<file path="src/rtl/seg7_scan_driver_if.sv">
// -----------------------------------------------------------------------------
// seg7_scan_driver_if
//   Bundles the display-facing signals of seg7_scan_driver.
//   master : board/CPU side; drives the value, load and display controls and
//            observes the pin outputs.
//   slave  : the scan driver itself.
//
//   value       16  hex word to show; digit i = value[4i+3:4i]
//   load         1  capture value into the pending register this cycle
//   blank_lz     1  1 = suppress leading zero digits
//   dp_mask      4  1 = light the decimal point of digit i
//   brightness   3  on-time = (brightness+1)/8 of each digit slot
//   an           4  anode enables, active-low
//   seg          7  segments a..g, active-low, seg[6]=a ... seg[0]=g
//   dp           1  decimal point, active-low
//   digit_tick   1  one-cycle pulse at the end of every digit slot
// -----------------------------------------------------------------------------
interface seg7_scan_driver_if;
  logic [15:0] value;
  logic        load;
  logic        blank_lz;
  logic [3:0]  dp_mask;
  logic [2:0]  brightness;
  logic [3:0]  an;
  logic [6:0]  seg;
  logic        dp;
  logic        digit_tick;

  modport master (
    output value, load, blank_lz, dp_mask, brightness,
    input  an, seg, dp, digit_tick
  );

  modport slave (
    input  value, load, blank_lz, dp_mask, brightness,
    output an, seg, dp, digit_tick
  );
endinterface

</file>
<file path="src/rtl/seg7_scan_driver.sv">
// -----------------------------------------------------------------------------
// seg7_scan_driver
//   Time-multiplexed 4-digit common-anode 7-segment driver. Shows the 16-bit
//   CPU debug word one hex digit at a time, with a tear-free update path
//   (pending -> shadow at frame boundaries only), leading-zero blanking,
//   per-digit decimal points and PWM brightness.
//
// Parameters
//   SCAN_DIV  clock cycles per digit slot (>= 8)
//   BLANK_LZ  reset value of the leading-zero blanking enable
//
// Ports
//   clock    in  system clock, rising edge
//   reset_n  in  asynchronous, active-low reset
//   bus      slave modport of seg7_scan_driver_if (value/load/controls in,
//            an/seg/dp/digit_tick out; all outputs registered)
// -----------------------------------------------------------------------------
module seg7_scan_driver #(
  parameter int SCAN_DIV = 50_000,
  parameter int BLANK_LZ = 1
) (
  input  logic               clock,
  input  logic               reset_n,
  seg7_scan_driver_if.slave  bus
);

  localparam int PW = (SCAN_DIV > 1) ? $clog2(SCAN_DIV) : 1;
  localparam logic BLANK_RST = (BLANK_LZ != 0);

  // ---------------------------------------------------------------------------
  // Helper functions
  // ---------------------------------------------------------------------------

  // Hex nibble to active-low a..g pattern.
  function automatic logic [6:0] hex_to_seg(input logic [3:0] nib);
    logic [6:0] s;
    case (nib)
      4'h0: s = 7'b0000001;
      4'h1: s = 7'b1001111;
      4'h2: s = 7'b0010010;
      4'h3: s = 7'b0000110;
      4'h4: s = 7'b1001100;
      4'h5: s = 7'b0100100;
      4'h6: s = 7'b0100000;
      4'h7: s = 7'b0001111;
      4'h8: s = 7'b0000000;
      4'h9: s = 7'b0000100;
      4'hA: s = 7'b0001000;
      4'hB: s = 7'b1100000;
      4'hC: s = 7'b0110001;
      4'hD: s = 7'b1000010;
      4'hE: s = 7'b0110000;
      default: s = 7'b0111000;
    endcase
    return s;
  endfunction

  // A digit is a leading zero when it and every more significant nibble are
  // zero. Digit 0 is never blanked so an all-zero word still shows "0".
  function automatic logic is_leading_zero(input logic [15:0] word,
                                           input logic [1:0]  idx);
    logic z;
    case (idx)
      2'd1:    z = (word[15:4]  == 12'h000);
      2'd2:    z = (word[15:8]  == 8'h00);
      2'd3:    z = (word[15:12] == 4'h0);
      default: z = 1'b0;
    endcase
    return z;
  endfunction

  // Active-low one-hot anode pattern for a digit index.
  function automatic logic [3:0] anode_for(input logic [1:0] idx);
    logic [3:0] a;
    case (idx)
      2'd0:    a = 4'b1110;
      2'd1:    a = 4'b1101;
      2'd2:    a = 4'b1011;
      default: a = 4'b0111;
    endcase
    return a;
  endfunction

  // PWM threshold: ((brightness+1)*SCAN_DIV)>>3, evaluated wide enough that
  // the product never truncates before the shift.
  function automatic logic [39:0] on_count(input logic [2:0] level);
    logic [39:0] prod;
    prod = (40'(level) + 40'd1) * 40'(SCAN_DIV);
    return prod >> 3;
  endfunction

  // ---------------------------------------------------------------------------
  // State
  // ---------------------------------------------------------------------------
  logic [PW-1:0] presc_q,      presc_d;
  logic [1:0]    idx_q,        idx_d;
  logic [15:0]   shadow_q,     shadow_d;
  logic [15:0]   pend_q,       pend_d;
  logic          pend_valid_q, pend_valid_d;
  logic          blank_en_q,   blank_en_d;

  logic [3:0]    an_q,         an_d;
  logic [6:0]    seg_q,        seg_d;
  logic          dp_q,         dp_d;
  logic          tick_q,       tick_d;

  logic          slot_end;
  logic          frame_end;

  assign slot_end  = (presc_q == PW'(SCAN_DIV - 1));
  assign frame_end = slot_end && (idx_q == 2'd3);

  // ---------------------------------------------------------------------------
  // Scan counters and value update path
  // ---------------------------------------------------------------------------
  always_comb begin
    presc_d      = slot_end ? '0 : presc_q + PW'(1);
    idx_d        = slot_end ? idx_q + 2'd1 : idx_q;
    shadow_d     = shadow_q;
    pend_d       = pend_q;
    pend_valid_d = pend_valid_q;
    blank_en_d   = bus.blank_lz;

    if (frame_end) begin
      // Shadow only moves here, so one frame never mixes two words. A load
      // arriving on this very cycle bypasses pending and is the newest value.
      if (bus.load) begin
        shadow_d = bus.value;
      end else if (pend_valid_q) begin
        shadow_d = pend_q;
      end
      pend_valid_d = 1'b0;
    end else if (bus.load) begin
      pend_d       = bus.value;
      pend_valid_d = 1'b1;
    end
  end

  // ---------------------------------------------------------------------------
  // Output decode (registered one cycle behind the scan state)
  // ---------------------------------------------------------------------------
  logic [3:0]  cur_nib;
  logic        cur_blank;
  logic        cur_pwm_on;
  logic        cur_lit;

  always_comb begin
    cur_nib    = shadow_q[{idx_q, 2'b00} +: 4];
    cur_blank  = blank_en_q && is_leading_zero(shadow_q, idx_q);
    cur_pwm_on = (40'(presc_q) < on_count(bus.brightness));
    cur_lit    = cur_pwm_on && !cur_blank;

    an_d   = 4'b1111;
    seg_d  = 7'h7F;
    dp_d   = 1'b1;
    tick_d = slot_end;

    if (cur_lit) begin
      an_d  = anode_for(idx_q);
      seg_d = hex_to_seg(cur_nib);
      dp_d  = ~bus.dp_mask[idx_q];
    end
  end

  // ---------------------------------------------------------------------------
  // Registers
  // ---------------------------------------------------------------------------
  always_ff @(posedge clock or negedge reset_n) begin
    if (!reset_n) begin
      presc_q      <= '0;
      idx_q        <= 2'd0;
      shadow_q     <= 16'h0000;
      pend_q       <= 16'h0000;
      pend_valid_q <= 1'b0;
      blank_en_q   <= BLANK_RST;
      an_q         <= 4'b1111;
      seg_q        <= 7'h7F;
      dp_q         <= 1'b1;
      tick_q       <= 1'b0;
    end else begin
      presc_q      <= presc_d;
      idx_q        <= idx_d;
      shadow_q     <= shadow_d;
      pend_q       <= pend_d;
      pend_valid_q <= pend_valid_d;
      blank_en_q   <= blank_en_d;
      an_q         <= an_d;
      seg_q        <= seg_d;
      dp_q         <= dp_d;
      tick_q       <= tick_d;
    end
  end

  assign bus.an         = an_q;
  assign bus.seg        = seg_q;
  assign bus.dp         = dp_q;
  assign bus.digit_tick = tick_q;

endmodule

</file>
<file path="src/flat_wrapper.sv">
// flat-port wrapper written by rule: the top's interface ports become plain ports
module seg7_scan_driver_flat 
#(
  parameter int SCAN_DIV = 50_000,
  parameter int BLANK_LZ = 1
)
  (clock, reset_n, bus_value, bus_load, bus_blank_lz, bus_dp_mask, bus_brightness, bus_an, bus_seg, bus_dp, bus_digit_tick);
  seg7_scan_driver_if bus_i ();
  input  logic clock;
  input  logic reset_n;
  input wire logic [$bits(bus_i.value)-1:0] bus_value;
  input wire logic [$bits(bus_i.load)-1:0] bus_load;
  input wire logic [$bits(bus_i.blank_lz)-1:0] bus_blank_lz;
  input wire logic [$bits(bus_i.dp_mask)-1:0] bus_dp_mask;
  input wire logic [$bits(bus_i.brightness)-1:0] bus_brightness;
  output wire logic [$bits(bus_i.an)-1:0] bus_an;
  output wire logic [$bits(bus_i.seg)-1:0] bus_seg;
  output wire logic [$bits(bus_i.dp)-1:0] bus_dp;
  output wire logic [$bits(bus_i.digit_tick)-1:0] bus_digit_tick;
  assign bus_i.value = bus_value;
  assign bus_i.load = bus_load;
  assign bus_i.blank_lz = bus_blank_lz;
  assign bus_i.dp_mask = bus_dp_mask;
  assign bus_i.brightness = bus_brightness;
  assign bus_an = bus_i.an;
  assign bus_seg = bus_i.seg;
  assign bus_dp = bus_i.dp;
  assign bus_digit_tick = bus_i.digit_tick;
  seg7_scan_driver #(.SCAN_DIV(SCAN_DIV), .BLANK_LZ(BLANK_LZ)) u_core (.clock(clock), .reset_n(reset_n), .bus(bus_i));
endmodule
</file>
<file path="config.mk">
export PLATFORM = sky130hd
export DESIGN_NAME = seg7_scan_driver_flat
export DESIGN_NICKNAME = d
export VERILOG_FILES = /design/src/rtl/seg7_scan_driver_if.sv /design/src/rtl/seg7_scan_driver.sv /design/src/flat_wrapper.sv
export SDC_FILE = /design/constraint.sdc
export NUM_CORES = 1
export LEC_CHECK = 0
export ABC_AREA = 0
export CAP_MARGIN = 20
export CORE_MARGIN = 4
export CORE_UTILIZATION = 55
export DETAILED_ROUTE_END_ITERATION = 8
export MAX_ROUTING_LAYER = met4
export PLACE_DENSITY = 0.81
export SLEW_MARGIN = 40
export SYNTH_ARGS = -nofsm -noshare
export SYNTH_HDL_FRONTEND = slang
export SYNTH_SLANG_ARGS = --single-unit
</file>
<file path="constraint.sdc">
create_clock -name clock -period 3.88 [get_ports clock]
set_input_delay 0.388 -clock clock [delete_from_list [all_inputs] [get_ports clock]]
set_output_delay 0.388 -clock clock [all_outputs]
set_load 0.02 [all_outputs]
</file>
==> reports/summary.txt, run 1 <==
Least-Margin Pin Slew: 0.632 ns
root buf cell: clkbuf_8
final setup vio count: 0
CP max stage cell: a2111o_1
vias in the first global route: 3075
core area: 0.00694 mm^2
Yosys cell types: 46
htree depth: 3
gp weighted congestion: 0.860
PnR worst setup slack: 0.277 ns
Via density: 5.43
Worst-Skew Late Latency: 0.35 ns
drt pass-1 iters: 4
All-Layer GR Usage: 0.210
slowest cell delay on critical path: 0.45 ns
Adder-Cell Fraction of Synth Area: 0.137
hold_buf cts: 0
layout cell share with drive strength beyond 1: 0.178
PwrDens: 311 mW/mm^2
Chip Height: 93.5 um
PortBufs: 39
Final Critical Period: 3.60 ns
critical path data arrival time: 3.90 ns
Std-Cell Rows: 30
post-route ant nets: 0
post-synthesis sequential area ratio: 0.408
post-synthesis mux area share: 0.136
Tcrit/Tclk final: 0.929
pin count of the biggest net entering global routing: 51
syn nets: 449
R2R cell count: 5
HP Class: input port to async pin
worst vdd ir: 239 uV
EDFF count, synth: 0
IO Pins: 40
post-synthesis instance total: 378
worst slack at placement: -0.488 ns
TritonCTS clock tree: yes
Total Negative Setup Slacks: 0 ns
Post-Syn Area: 0.00403 mm^2
async set or reset register ratio after synthesis: 1.00
Synth Area in Simple Gates: 0.134
#FFs+latches synth: 65
Synthesis Warnings: 0
post-synthesis compound-gate area fraction: 0.0861
Worst-path clk slew: 0.07 ns
RSZ-0062 raised after global routing: false
Total Routed Length: 8.12 mm
max-cap viol count: 0
outcome: complete, no violations
Setup Skew: 0.00828 ns
Chip Width: 93.5 um
Fin. Hold Viols: 0
Max Buffers Root-to-Sink: 2
WL/cell: 15.0 um
Via Count: 2940
crit path max fanout: 12
DIE AREA: 0.00875 mm^2
type of the worst setup path: input port to flop
initial DRC count: 183
Reg2Reg Setup Slack: 1.55 ns
Lkg Pwr: 2.23 nW
CTS buffer count: 9
DRC: 0
largest family of logic cells by synthesized area: adder cells
Nets: 511
critical path, cell by cell: dlygate4sd2_1 -> buf_4 -> and3_1 -> ha_2 -> xnor2_1 -> ha_1 -> a21o_1 -> ha_1 -> a21o_1 -> a21oi_2 -> buf_4 -> xnor2_1 -> ha_1 -> nand4_1 -> a211oi_2 -> o31ai_1 -> a2111o_1 -> buf_12 -> nand3b_1
Worst Setup End Kind: flop
R2R Path Start: u_core.idx_q[0]
Slew headroom: 0.576
DP HPWL: 6.07 mm
gr ovfl total: 0
Layout area overhead: 21.4%
Critical Path Start Type: input port
CP required: 4.17 ns
syn avg cell area: 10.6 um^2
first-pass GRT wire length: 14.1 mm
FMAX: 0.278 GHz
starting density of the core: 0.580
Post-CTS Setup Repair Bufs: 0
Max Slew Vio Count: 0
Sink Count: 65
xor-xnor portion of the synthesized cell area: 0.0631
Crit path top cell by count: ha_1
antenna violations before repair: 0
ys flop type: dfrtp_1
CP Launch Point: bus_brightness[0]
# diodes: 0
worst max-delay path, delay by kind of cell:
kind                     cells  cell delay, ns
AND/OR/NAND/NOR              3            0.38
XOR/XNOR                     2            0.19
AO/OA/AOI/OAI                6            1.23
buffers and inverters        4            0.72
adder cells (fa/ha/maj)      4            0.96
metrics by stage:
| step | power, mW | cell area, um^2 | cells | hold slack, ns | utilization |
|---|---|---|---|---|---|
| after floorplan | 0.886 | 4040 | 378 | 0.0924 | - |
| final | 1.52 | 4880 | 541 | 0.0339 | 0.703 |
| after global routing | 1.60 | 4880 | 541 | 0.0816 | 0.703 |
| after global placement | 1.00 | 4670 | 525 | 0.472 | 0.673 |
| after detailed placement | 1.02 | 4680 | 525 | 0.442 | 0.674 |
| after CTS | 1.53 | 4860 | 541 | 0.0575 | 0.701 |
final cells by class:
| type | instances | area, um^2 |
|---|---|---|
| Clock buffer | 11 | 141 |
| Clock inverter | 5 | 31.3 |
| Fill cell | 496 | 2060 |
| Inverter | 17 | 63.8 |
| Multi-Input combinational cell | 282 | 2290 |
| Sequential cell | 65 | 1640 |
| Tap cell | 96 | 120 |
| Timing Repair Buffer | 65 | 599 |
where the power goes:
group | leakage, nW | switching, mW | internal, mW
Combinational | 1.33 | 0.141 | 0.162
Clock | 0.0891 | 0.263 | 0.247
Sequential | 0.806 | 0.00904 | 0.698
Total | 2.23 | 0.413 | 1.11
logic make-up (layout without fill, tap and decap cells):
| group | after synthesis | count (layout) |
|---|---|---|
| AOI/OAI and AO/OA | 57 | 57 |
| xor gates and xnor gates | 29 | 29 |
| adders and majority gates | 44 | 44 |
| buffers and inverters | 31 | 98 |
| DFF | 65 | 65 |
| muxes | 45 | 45 |
| and+or+nand+nor | 107 | 107 |
registers in the layout, indices dropped and copies added, names as in the netlist:
| register | cells |
|---|---|
| u_core.pend_valid_q | 1 |
| u_core.presc_q | 16 |
| u_core.blank_en_q | 1 |
| u_core.bus.an | 4 |
| u_core.pend_q | 16 |
| u_core.idx_q | 2 |
| u_core.bus.digit_tick | 1 |
| u_core.bus.seg | 7 |
| u_core.bus.dp | 1 |
| u_core.shadow_q | 16 |
metal layers:
layer  track usage  vias up  share of wire
li1              -     1469              -
met1         0.252     1404           0.43
met2         0.348       52           0.51
met3        0.0499       15          0.035
met4        0.0722        0          0.019
met5             -        -              0
worst paths after layout:
path | endpoint
worst max-delay path | u_core.bus.an[2]
worst min-delay path | u_core.pend_q[10]
worst max register to register | u_core.bus.seg[1]
worst min register to register | u_core.pend_q[9]
max in group asynchronous | u_core.presc_q[7]
min in group clock | u_core.blank_en_q
repair_timing:
| item | CTS | global route |
|---|---|---|
| pin swaps | 1 | 5 |
| setup endpoints to repair | 12 | 12 |
| resized for setup | 4 | 5 |
synth_stat cells, types with 6 or more instances:
cell type / n / area share
a211oi_1: 9 / 0.017
nand2_1: 38 / 0.035
xor2_1: 10 / 0.022
nand3_1: 8 / 0.0099
mux2_2: 8 / 0.022
mux4_2: 6 / 0.034
nor3_1: 8 / 0.0099
inv_1: 17 / 0.016
mux2_1: 10 / 0.028
xnor2_1: 19 / 0.041
a21oi_1: 9 / 0.011
ha_1: 44 / 0.14
clkbuf_1: 8 / 0.0075
dfrtp_1: 52 / 0.32
dfstp_2: 13 / 0.085
o21ai_0: 18 / 0.022
mux2i_1: 21 / 0.052
nor2_1: 21 / 0.020
cells in the final DEF (no fill, tap or decap), types with 4 or more instances in the layout:
master	synthesis	final
dfrtp_1	52	52
ha_1	44	42
nand2_1	38	38
clkdlybuf4s50_1	0	35
buf_4	0	26
nor2_1	21	21
mux2i_1	21	21
xnor2_1	19	18
o21ai_0	18	18
inv_1	17	17
dfstp_2	13	13
xor2_1	10	10
mux2_1	10	10
clkbuf_8	0	10
nand3_1	8	8
a21oi_1	9	8
mux2_2	8	8
nor3_1	8	7
mux4_2	6	6
a211oi_1	9	6
o21ai_1	5	5
and3_1	4	4
nand4_1	4	4
o22ai_1	4	4
nand3b_1	4	4
Note: power is estimated with default switching activity, not from simulation.
==> run 2, diff against run 1 <==
--- a/config.mk
+++ b/config.mk
@@ -12,6 +12,8 @@
 export DETAILED_ROUTE_END_ITERATION = 8
 export MAX_ROUTING_LAYER = met4
 export PLACE_DENSITY = 0.81
+export REMOVE_ABC_BUFFERS = 1
+export SKIP_CTS_REPAIR_TIMING = 1
 export SLEW_MARGIN = 40
 export SYNTH_ARGS = -nofsm -noshare
 export SYNTH_HDL_FRONTEND = slang
==> run 2 against run 1 <==
  * Total power rose by 3.7%
  * First-iteration DRC count decreased by 3.8%
  * Fmax shrank 2.7%
  * Critical path type unchanged
  * Critical endpoint is now u_core.bus.an[3]
  * Largest power group unchanged
  * Highest routed layer unchanged
==> reports/summary.txt, run 2 (same netlist as run 1, synthesis figures left out) <==
max-cap viol count: 0
DRC: 0
RSZ-0062 raised after global routing: false
Worst-path clk slew: 0.07 ns
Total Routed Length: 8.24 mm
first-pass GRT wire length: 13.7 mm
Reg power frac: 0.449
antenna violations before repair: 0
type of the worst setup path: input port to flop
htree depth: 3
post-route cell area: 0.00494 mm^2
layout cell share with drive strength beyond 1: 0.186
final setup vio count: 0
Slew headroom: 0.558
WL/cell: 15.3 um
Clock Power Share: 0.357
worst vdd ir: 286 uV
Max Buffers Root-to-Sink: 2
IO Pins: 40
Nets: 508
outcome: complete, no violations
core area: 0.00694 mm^2
critical path, cell by cell: clkdlybuf4s50_1 -> buf_4 -> xnor2_2 -> buf_4 -> xnor2_1 -> ha_1 -> a21o_1 -> ha_4 -> a21o_1 -> a21oi_2 -> o21bai_1 -> a21oi_1 -> xor2_1 -> ha_1 -> a211oi_2 -> o22ai_1 -> nor3_2 -> a2111o_2 -> nand3_1
Chip Height: 93.5 um
drt pass-1 iters: 5
TritonCTS clock tree: yes
DP HPWL: 5.95 mm
PortBufs: 39
FMAX: 0.270 GHz
root buf cell: clkbuf_8
Critical Path Start Type: input port
crit path max fanout: 6
gp weighted congestion: 0.865
Worst-Skew Late Latency: 0.33 ns
starting density of the core: 0.580
pin count of the biggest net entering global routing: 41
slowest cell delay on critical path: 0.42 ns
PnR worst setup slack: 0.177 ns
Setup Skew: 0.00812 ns
Tcrit/Tclk final: 0.954
Via Count: 2942
Via density: 5.47
internal power: 1.18 mW
CP required: 4.13 ns
most frequent cells in the layout: dfrtp_1 (52), nand2_1 (38), ha_1 (38)
Worst Setup End Kind: flop
critical path data arrival time: 3.95 ns
CP max stage cell: clkdlybuf4s50_1
Std-Cell Rows: 30
Sw Ratio: 0.251
vias in the first global route: 3073
Layout area overhead: 22.7%
Fill cells: 498
Total Negative Setup Slacks: 0 ns
PwrDens: 319 mW/mm^2
Final Critical Period: 3.70 ns
Least-Margin Pin Slew: 0.660 ns
Logic pwr share: 0.195
initial DRC count: 176
Lkg Pwr: 2.21 nW
HP Class: input port to async pin
commonest non-fill, non-tap cell in the layout: dfrtp_1
All-Layer GR Usage: 0.203
DIE AREA: 0.00875 mm^2
Max Slew Vio Count: 0
Largest regs: u_core.pend_q: 16 flops, u_core.presc_q: 16 flops, u_core.shadow_q: 16 flops
post-route ant nets: 0
worst slack at placement: -0.611 ns
Area after DPL: 0.00461 mm^2
gr ovfl total: 0
# diodes: 0
Fin. Hold Viols: 0
Chip Width: 93.5 um
Sink Count: 65
P_sw: 0.396 mW
CTS buffer count: 9
[run 2: through the flow]
| stage | util | hold slack [ns] | std cells | power, mW |
|---|---|---|---|---|
| floorplan | - | 0.0924 | 364 | 0.877 |
| global route | 0.711 | 0.0782 | 538 | 1.66 |
| detailed placement | 0.665 | 0.423 | 520 | 1.00 |
| finish | 0.711 | 0.0498 | 538 | 1.58 |
| global placement | 0.664 | 0.411 | 520 | 0.986 |
| CTS | 0.694 | 0.0612 | 536 | 1.56 |
[run 2: power groups by stage]
stage	clock (mW)	sequential, mW	combinational [mW]
after floorplan	0	0.719	0.158
after CTS	0.572	0.707	0.283
final	0.562	0.708	0.307
after global placement	0	0.718	0.268
after global routing	0.610	0.710	0.345
after detailed placement	0	0.719	0.281
[run 2: critical path, delay by kind of cell]
kind | cells | cell delay [ns]
AOI/OAI and AO/OA | 8 | 1.38
buffers and inverters | 3 | 0.72
adders and majority gates | 3 | 0.67
xor gates and xnor gates | 3 | 0.44
and+or+nand+nor | 2 | 0.34
[run 2: final timing paths]
| check | from | end | cells past startpoint | slack, ns |
|---|---|---|---|---|
| max | bus_brightness[2] | u_core.bus.an[3] | 19 | 0.18 |
| min | reset_n | u_core.pend_q[10] | 1 | 0.05 |
| max reg2reg | u_core.idx_q[0] | u_core.bus.seg[5] | 8 | 1.52 |
| min reg2reg | u_core.shadow_q[1] | u_core.shadow_q[1] | 2 | 0.48 |
| max in group asynchronous | reset_n | u_core.bus.an[3] | 2 | 2.90 |
| min in group clock | bus_blank_lz | u_core.blank_en_q | 1 | 0.45 |
[run 2: per-layer routing]
metal / up-vias / routed length [um] / track usage
met4: 0 / 70 / 0.0578
met1: 1427 / 3670 / 0.246
met5: - / 0 / -
met3: 9 / 263 / 0.0418
met2: 45 / 4230 / 0.344
li1: 1461 / - / -
[run 2: layout make-up]
class,count,area (um^2),share of cell area
clock buffer,15,198,0.0400
timing repair buffer,61,559,0.113
sequential,65,1640,0.333
multi-input combinational,283,2350,0.476
clock inverter,1,5.00,0.00101
inverter,17,63.8,0.0129
tap,96,120,0.0243
==> run 3, diff against run 2 <==
--- a/config.mk
+++ b/config.mk
@@ -7,8 +7,8 @@
 export LEC_CHECK = 0
 export ABC_AREA = 0
 export CAP_MARGIN = 20
-export CORE_MARGIN = 4
 export CORE_UTILIZATION = 55
+export CTS_BUF_LIST = sky130_fd_sc_hd__clkbuf_16
 export DETAILED_ROUTE_END_ITERATION = 8
 export MAX_ROUTING_LAYER = met4
 export PLACE_DENSITY = 0.81
==> run 3 against run 2 <==
  * Sequential share of layout area fell by 0.80 points
  * Critical path depth fell by 4
  * Largest cell class unchanged
  * Die area fell by 12%
  * Highest routed layer unchanged
  * First-iteration DRC count fell by 11%
  * Clock power rose by 24%
  * The run now ends with negative hold slack left
  * Clock skew fell by 0.0038 ns
  * Register-to-register slack improved by 0.08 ns
  * Wire length rose by 4.0%
  * Global-route usage rose by 4.3 points
==> reports/summary.txt, run 3 (same netlist as run 1, synthesis figures left out) <==
outcome: finished with violations
failing checks: negative hold slack
Final Util: 0.728
Max Slew Vio Count: 0
DIE AREA: 0.00766 mm^2
root buf cell: clkbuf_16
final setup vio count: 0
core area: 0.00694 mm^2
FMAX: 0.263 GHz
Setup Skew: 0.00430 ns
Sink Count: 65
commonest non-fill, non-tap cell in the layout: dfrtp_1
WHS: -0.00313 ns
Tcrit/Tclk final: 0.979
Top delay family on crit path: compound AO/OA/AOI/OAI gates
HP Class: input port to async pin
Worst Setup End Kind: flop
Reg2Reg Setup Slack: 1.60 ns
DP HPWL: 5.76 mm
slowest cell delay on critical path: 0.57 ns
Slew headroom: 0.550
Lkg Pwr: 2.23 nW
gr ovfl total: 0
most frequent cells in the layout: dfrtp_1 (52), nand2_1 (38), clkdlybuf4s50_1 (36)
PortBufs: 39
CP required: 4.15 ns
Largest regs: u_core.pend_q: 16 flops, u_core.presc_q: 16 flops, u_core.shadow_q: 16 flops
htree depth: 3
gp weighted congestion: 0.853
critical path data arrival time: 4.07 ns
Total Negative Setup Slacks: 0 ns
crit path max fanout: 6
post-route ant nets: 0
# diodes: 0
Chip Height: 87.5 um
Chip Width: 87.5 um
Nets: 507
Max Buffers Root-to-Sink: 2
Bufs and invs on worst path: 4
initial DRC count: 156
Least-Margin Pin Slew: 0.671 ns
drt pass-1 iters: 4
first-pass GRT wire length: 13.7 mm
layout cell share with drive strength beyond 1: 0.202
Total Routed Length: 8.57 mm
TritonCTS clock tree: yes
worst vdd ir: 291 uV
post-route insts no fill: 537
Worst-Skew Late Latency: 0.33 ns
Final Critical Period: 3.80 ns
CP max stage cell: a2111o_2
Via density: 5.68
starting density of the core: 0.580
Critical Path Start Type: input port
type of the worst setup path: input port to flop
Worst-path clk slew: 0.05 ns
Fin. Hold Viols: 3
PwrDens: 345 mW/mm^2
WL/cell: 16.0 um
All-Layer GR Usage: 0.245
Std-Cell Rows: 30
DRC: 0
CTS buffer count: 9
dpl cells: 520
critical path, cell by cell: clkdlybuf4s50_1 -> buf_4 -> xnor2_4 -> inv_2 -> ha_4 -> xnor2_1 -> ha_1 -> buf_4 -> xor2_1 -> ha_1 -> nand4_1 -> a211oi_1 -> o31ai_1 -> a2111o_2 -> nand3b_1
IO Pins: 40
vias in the first global route: 3030
antenna violations before repair: 0
Layout area overhead: 25.7%
max-cap viol count: 0
Via Count: 3052
pin count of the biggest net entering global routing: 34
## run 3: cell count changes in the layout (fill, tap and decap cells not counted), moves of 2 or more
cell / delta
clkbuf_16: +8
clkbuf_1: -2
clkinv_2: +2
clkinvlp_4: +2
clkinv_1: +2
ha_4: +3
ha_1: -4
clkbuf_8: -12
## run 3: routing by layer
| metal | up-vias | track usage | wire length, um | share of wire |
|---|---|---|---|---|
| met5 | - | - | 0 | 0 |
| met1 | 1499 | 0.294 | 3610 | 0.42 |
| li1 | 1464 | - | - | - |
| met4 | 0 | 0.109 | 184 | 0.021 |
| met2 | 69 | 0.409 | 4470 | 0.52 |
| met3 | 20 | 0.0405 | 295 | 0.034 |
## run 3: per-stage QoR
step / setup WS [ns] / total power [mW] / area, um^2
after global placement: -0.393 / 0.991 / 4610
after detailed placement: -0.575 / 1.01 / 4610
after global routing: -0.0822 / 1.82 / 5060
final: 0.0811 / 1.74 / 5060
after floorplan: 0.136 / 0.877 / 3950
after CTS: -0.256 / 1.71 / 4880
## run 3: where the power goes
group	switching, mW	total [mW]	internal, mW
combinational	0.161	0.336	0.176
sequential	0.00868	0.709	0.700
clock	0.276	0.699	0.423
total	0.445	1.74	1.30
## run 3: path summary, 6_finish.rpt
path / startpoint / to / cells past startpoint
worst max-delay path: bus_brightness[2] / u_core.bus.an[2] / 15
worst min-delay path: reset_n / u_core.idx_q[0] / 1
worst max register to register: u_core.idx_q[0] / u_core.bus.seg[5] / 8
worst min register to register: u_core.shadow_q[1] / u_core.shadow_q[1] / 2
max in group asynchronous: reset_n / u_core.bus.an[3] / 2
min in group clock: bus_blank_lz / u_core.blank_en_q / 1
## run 3: final cells by class
cell class,count,area [um^2]
multi-input cells,283,2410
fillers,470,1890
clock buffers,9,225
inverters,17,63.8
flip-flops and latches,65,1640
clock inverters,7,37.5
well taps,96,120
repair buffers,60,554
